### src/rtl/fetch_stage.sv
// Instruction-fetch stage: owns the PC, captures the returned word into IF/ID,
// honours decode stalls and execute redirects, and halts once the PC leaves
// the populated code region.
// Optional build macro FETCH_PERF_CNT_EN adds saturating fetch/stall counters.
module fetch_stage #(
   parameter logic [31:0] RESET_PC  = 32'h0000_0000,
   parameter int unsigned MEM_BYTES = 68
`ifdef FETCH_PERF_CNT_EN
   ,
   parameter int unsigned CNT_W     = 16
`endif
) (
   input  logic              clk_i,
   input  logic              reset_i,
   input  logic              stall_i,
   input  logic              redirect_i,
   input  logic [31:0]       redirect_pc_i,
   input  logic [31:0]       inst_i,
   output logic [31:0]       pc_o,
   output logic [31:0]       inst_o,
   output logic [31:0]       pc_id_o,
   output logic [31:0]       pc_plus8_o,
   output logic              valid_o,
   output logic              halted_o,
   output logic              misalign_o
`ifdef FETCH_PERF_CNT_EN
   ,
   output logic [CNT_W-1:0]  fetch_count_o,
   output logic [CNT_W-1:0]  stall_count_o
`endif
);

   // Highest address whose word is still fetched; anything above halts fetch.
   localparam logic [31:0] LAST_PC = 32'(MEM_BYTES - 4);

   typedef enum logic [1:0] {
      BOOT,
      RUN,
      HALT
   } state_e;

   state_e      state_q, state_d;
   logic [31:0] pc_q, pc_d;
   logic [31:0] inst_q, inst_d;
   logic [31:0] pc_id_q, pc_id_d;
   logic        valid_q, valid_d;
   logic        misalign_q, misalign_d;

   // Next-state and IF/ID capture decisions in redirect > stall > halt > fetch order.
   always_comb begin
      // NOTE: every signal gets a hold/default value first so no path leaves it unassigned (no latch).
      state_d    = state_q;
      pc_d       = pc_q;
      inst_d     = inst_q;
      pc_id_d    = pc_id_q;
      valid_d    = valid_q;
      misalign_d = 1'b0;
      unique case (state_q)
         BOOT: begin
            state_d = RUN;
         end
         RUN: begin
            if (redirect_i) begin
               pc_d       = redirect_pc_i & ~32'd3;
               valid_d    = 1'b0;
               misalign_d = |redirect_pc_i[1:0];
            end else if (stall_i) begin
               // Everything holds via the defaults.
            end else if (pc_q > LAST_PC) begin
               valid_d = 1'b0;
               state_d = HALT;
            end else begin
               inst_d  = inst_i;
               pc_id_d = pc_q;
               valid_d = 1'b1;
               pc_d    = pc_q + 32'd4;
            end
         end
         HALT: begin
            if (redirect_i) begin
               pc_d       = redirect_pc_i & ~32'd3;
               valid_d    = 1'b0;
               misalign_d = |redirect_pc_i[1:0];
               state_d    = RUN;
            end
         end
         default: begin
            state_d = BOOT;
         end
      endcase
   end

   // State, PC and IF/ID registers; reset discards IF/ID contents at once.
   always_ff @(posedge clk_i or posedge reset_i) begin
      if (reset_i) begin
         state_q    <= BOOT;
         pc_q       <= RESET_PC;
         inst_q     <= 32'd0;
         pc_id_q    <= 32'd0;
         valid_q    <= 1'b0;
         misalign_q <= 1'b0;
      end else begin
         // NOTE: non-blocking updates so every register samples pre-edge values.
         state_q    <= state_d;
         pc_q       <= pc_d;
         inst_q     <= inst_d;
         pc_id_q    <= pc_id_d;
         valid_q    <= valid_d;
         misalign_q <= misalign_d;
      end
   end

   assign pc_o       = pc_q;
   assign inst_o     = inst_q;
   assign pc_id_o    = pc_id_q;
   assign pc_plus8_o = pc_id_q + 32'd8;
   assign valid_o    = valid_q;
   assign halted_o   = (state_q == HALT);
   assign misalign_o = misalign_q;

`ifdef FETCH_PERF_CNT_EN
   logic             fetch_inc, stall_inc;
   logic [CNT_W-1:0] fetch_cnt_q, stall_cnt_q;

   assign fetch_inc = (state_q == RUN) && !redirect_i && !stall_i && (pc_q <= LAST_PC);
   assign stall_inc = (state_q == RUN) && !redirect_i && stall_i;

   // Saturating performance counters.
   always_ff @(posedge clk_i or posedge reset_i) begin
      if (reset_i) begin
         fetch_cnt_q <= '0;
         stall_cnt_q <= '0;
      end else begin
         if (fetch_inc && (fetch_cnt_q != '1)) fetch_cnt_q <= fetch_cnt_q + 1'b1;
         if (stall_inc && (stall_cnt_q != '1)) stall_cnt_q <= stall_cnt_q + 1'b1;
      end
   end

   assign fetch_count_o = fetch_cnt_q;
   assign stall_count_o = stall_cnt_q;
`endif

endmodule

### config.mk
export PLATFORM = sky130hd
export DESIGN_NAME = fetch_stage
export DESIGN_NICKNAME = d
export VERILOG_FILES = /design/src/rtl/fetch_stage.sv
export SDC_FILE = /design/constraint.sdc
export NUM_CORES = 1
export LEC_CHECK = 0
export BUFFER_PORTS_ARGS = -buffer_cell sky130_fd_sc_hd__buf_2
export CORE_AREA = 2 2 121 134
export CTS_CLUSTER_DIAMETER = 60
export CTS_CLUSTER_SIZE = 24
export DETAILED_ROUTE_END_ITERATION = 6
export DIE_AREA = 0 0 123 136
export HOLD_SLACK_MARGIN = 0.12
export RECOVER_POWER = 100
export SLEW_MARGIN = 20
export SYNTH_ARGS = -nofsm -noshare
export SYNTH_HDL_FRONTEND = slang
export SYNTH_SLANG_ARGS = --single-unit
### constraint.sdc
create_clock -name clk_i -period 3.09 [get_ports clk_i]
set_clock_uncertainty 0.05 [all_clocks]
set_input_delay 0.618 -clock clk_i [delete_from_list [all_inputs] [get_ports clk_i]]
set_output_delay 0.618 -clock clk_i [all_outputs]
set_load 0.1 [all_outputs]
==> run summary <==
The total of warnings raised by yosys is 0. The slowest stage of the critical path is the or3_4 cell. The first-pass GRT wire length came out at approximately 22 mm. Once layout is complete, the utilization of the core stands at 43.19%.

The die span in y came out at approximately 140 µm. After synthesis, the largest family of logic cells by area is simple AND/OR/NAND/NOR gates. The worst hold slack is around 440 ps. The worst setup path is launched from a flop. The XOR/XNOR share of the synthesized area is roughly 4.9%. From synthesis to final layout, the design area changed by 38.83%. The detail route stage leaves a number of antenna-violating nets equal to 0. The weighted congestion reported at the end of routability-driven placement is about 0.84.

The library cell used most frequently in the layout, excluding fill and tap cells, is clkbuf_1. In this run the count of I/O pins placed on the die edge is 199. The number of clock sinks came out at 96. The power per standard cell area came out at 851.3 nW/µm².

The maximum clock frequency came out at about 330 MHz. The number of synthesized flops with an enable pin is 0. In this run the biggest area consumer among cell types represents between 40% and 50% of the synthesized area. VDD sags by at most 869.0 µV.

The post-detailed-route DRC marker count came out at 0. In the synthesized netlist, the number of instances is approximately 450. The setup slack of the worst register-to-register path came out at about 500 ps. Entering global routing, the biggest net connects 53 pins.

The area of the die came out at 16730 µm². For the pin with the worst max-slew slack, the measured transition is 1282 ps. The biggest area contributor in the post-synthesis netlist is dfrtp_1. The number of buffers inserted by hold repair at cts came out at 0. Setup violations remaining at the end of the flow were counted as 0.

The critical path capture point type is an output port. The number of global-route vias before repair was between 4k and 5k. In this run the standard cell core region covers between 15000 and 20000 µm².

The total vias in the final route is around 4.3k. The library cells used most frequently in the layout, excluding fill and tap cells, are clkbuf_1, buf_2, dfrtp_1, mux2_2, nor2_1. In this run the number of H-tree levels came out at 3. The number of pins exceeding their max-slew limit in the final report came out at 0. The peak per-stage delay on the critical path is around 460 ps. The post-route netlist has 35.33% of its cells at a drive strength greater than 1. Counting along the longest clock path gives a buffer depth of 2. The die outline width came out at 123 µm. The mux share of post-synthesis cell area is between 8 and 9%. The standby leakage power came out at a little over 0.003 µW. The adder-cell share of the synthesized area is 1.817%. Summing the areas of all compound-gate instances in the mapped netlist gives 12.46% of the synthesized area. The placed instances occupy a cell area of around 6500 µm². Among all flip-flop cells after synthesis, the most frequent one is dfrtp_1. The HPWL reported at the end of detailed placement is around 10 mm. Setup repair after global routing could not meet its margin everywhere.

Summed over all layers, the routed wires come to between 10 and 15 mm. The initial antenna violation count came out at 0. The total overflow reported by the global router came out at 0. The post-synthesis simple-gate area fraction is between 10% and 20%.

The worst path uses 97.54% of the clock period. The worst setup path is of the reg -> out kind. After the last flow step, the layout net total stands at about 700. After floorplanning, the core was divided into 48 placement rows. The cell family contributing the most delay on the critical path is simple AND/OR/NAND/NOR gates. The worst hold path belongs to the class in -> async. In the post-synthesis netlist, the biggest area contributors are dfrtp_1, mux2_2, xnor2_1.

The effective utilization at floorplan came out at 31.11%. The insertion delay to the later sink of the worst-skew pair is ~350 ps. The number of buffer and inverter stages on the critical path is 2. 0 antenna diodes ended up in the layout. The number of distinct library cells after synthesis came out at 57.

The final critical delay including setup and external delays is 3014 ps. TritonCTS built the clock tree. The share of flip-flops with an asynchronous set or reset is between 90% and 100%. The post-synthesis sequential element count came out at 96. The count of endpoints failing hold in the final timing report is 0. The number of DRC markers in iteration 0 is about 170. The run finished with clean final reports. The headroom to the max-slew limit came out at between 10% and 20%. Dividing the detail-routed via count by the number of cells gives between 4 and 5.

The number of max-cap violations is 0. The clock tree root buffer cell is clkbuf_16. The TritonCTS buffer count is 9. The critical path data required time is approximately 2400 ps. Traced cell by cell, the critical path runs through ha_4, and3_4, nand4_4, or3_4, buf_6, nor2_4, xor2_4, buf_12. The signal arrival time at the worst endpoint came out at 2350 ps. The register area share after synthesis came out at about half. The routed wire length per instance is 16.34 µm.

The synthesized netlist occupies a cell area of slightly below 5000 µm². The design area came out at roughly 6700 µm². In this run the tool buffered the top-level ports with approximately 190 buffer cells. Along the worst path, the maximum fanout reaches 5. The number of optimization iterations in the first detailed-route pass came out at 4. A synthesized cell averages approximately 11 µm². The global-route total usage across every layer is approximately 16%. The clock transition at the registers of the reported paths came out at 70 ps.
## sequential cells by signal, summed over array words and instances (netlist names)
name	flops
inst_o	32
pc_o	30
misalign_o	1
pc_id_o	30
state_q	2
valid_o	1
## through the flow
step	power (µW)	setup WS [ps]	TNS (ps)	cells
finish	5698	76.07	0	851
global route	5966	-14.71	-16.67	851
CTS	5798	7.270	0	849
detailed placement	4613	294.7	0	833
global placement	4576	330.7	0	833
floorplan	4040	-340.6	-1036	456
## Yosys cell counts (5+ instances only)
master     number
or3_1           5
o21ai_0        16
nand2_1        21
xnor2_1        18
and4_1          5
inv_1          18
ha_1            7
a31oi_1         5
nand3_1        21
nor4_1          5
mux2_2         36
a21oi_1        14
buf_2           8
nor3_1          6
nor2b_1        25
xor2_1          9
nand4_1        13
dfrtp_1        96
buf_4          12
nor2_1         36
o22ai_1        12
a2bb2oi_1      16
## worst register-to-register path, delay by kind of cell (launching register included)
kind	cells	cell delay, ps
adder cells (fa/ha/maj)	1	320
AO/OA/AOI/OAI	2	350
AND/OR/NAND/NOR	3	1280
buffers and inverters	1	80
flip-flops	1	400
## area by class of cell
cell class,instances,area (µm²)
Multi-Input combinational cell,315,2591
Clock inverter,6,66.31
Sequential cell,96,2425
Clock buffer,10,239.0
Inverter,18,68.82
Fill cell,1511,8802
Timing Repair Buffer,206,1052
Tap cell,200,250.2
## metal layers
metal	track usage (%)	vias up	part of all wire [%]
met3	3.314	14	6.9
met4	5.682	0	1.5
li1	-	2007	-
met2	27.84	165	50
met5	0	-	0
met1	20.88	2068	42
## where the power goes
group / internal, µW / switching, µW / total [µW]
sequential: 1470 / 354 / 1820
combinational: 539 / 2180 / 2720
clock: 651 / 501 / 1150
## path summary, 6_finish.rpt
| check | from | endpoint | depth (start not counted) |
|---|---|---|---|
| worst min-delay path | reset_i | state_q[0] | 2 |
| worst max register to register | state_q[0] | pc_o[22] | 7 |
| min in group clk_i | inst_i[29] | inst_o[29] | 2 |
| worst max-delay path | pc_id_o[4] | pc_plus8_o[25] | 8 |
| max in group asynchronous | reset_i | pc_id_o[3] | 3 |
| worst min register to register | inst_o[3] | inst_o[3] | 1 |
## what timing repair did
| item | in CTS | in global routing |
|---|---|---|
| gates resized for setup | 3 | 10 |
| setup endpoints to repair | 4 | 10 |
| pin swaps | 0 | 2 |
| buffers inserted | 0 | 2 |
## kinds of logic after synthesis
group                      after synthesis
and+or+nand+nor                        150
DFF                                     96
AOI/OAI and AO/OA                       87
buffers and inverters                   45
muxes                                   38
xor gates and xnor gates                27
adders and majority gates                7
other                                    1
No activity file was read; power rests on OpenSTA's default activity.
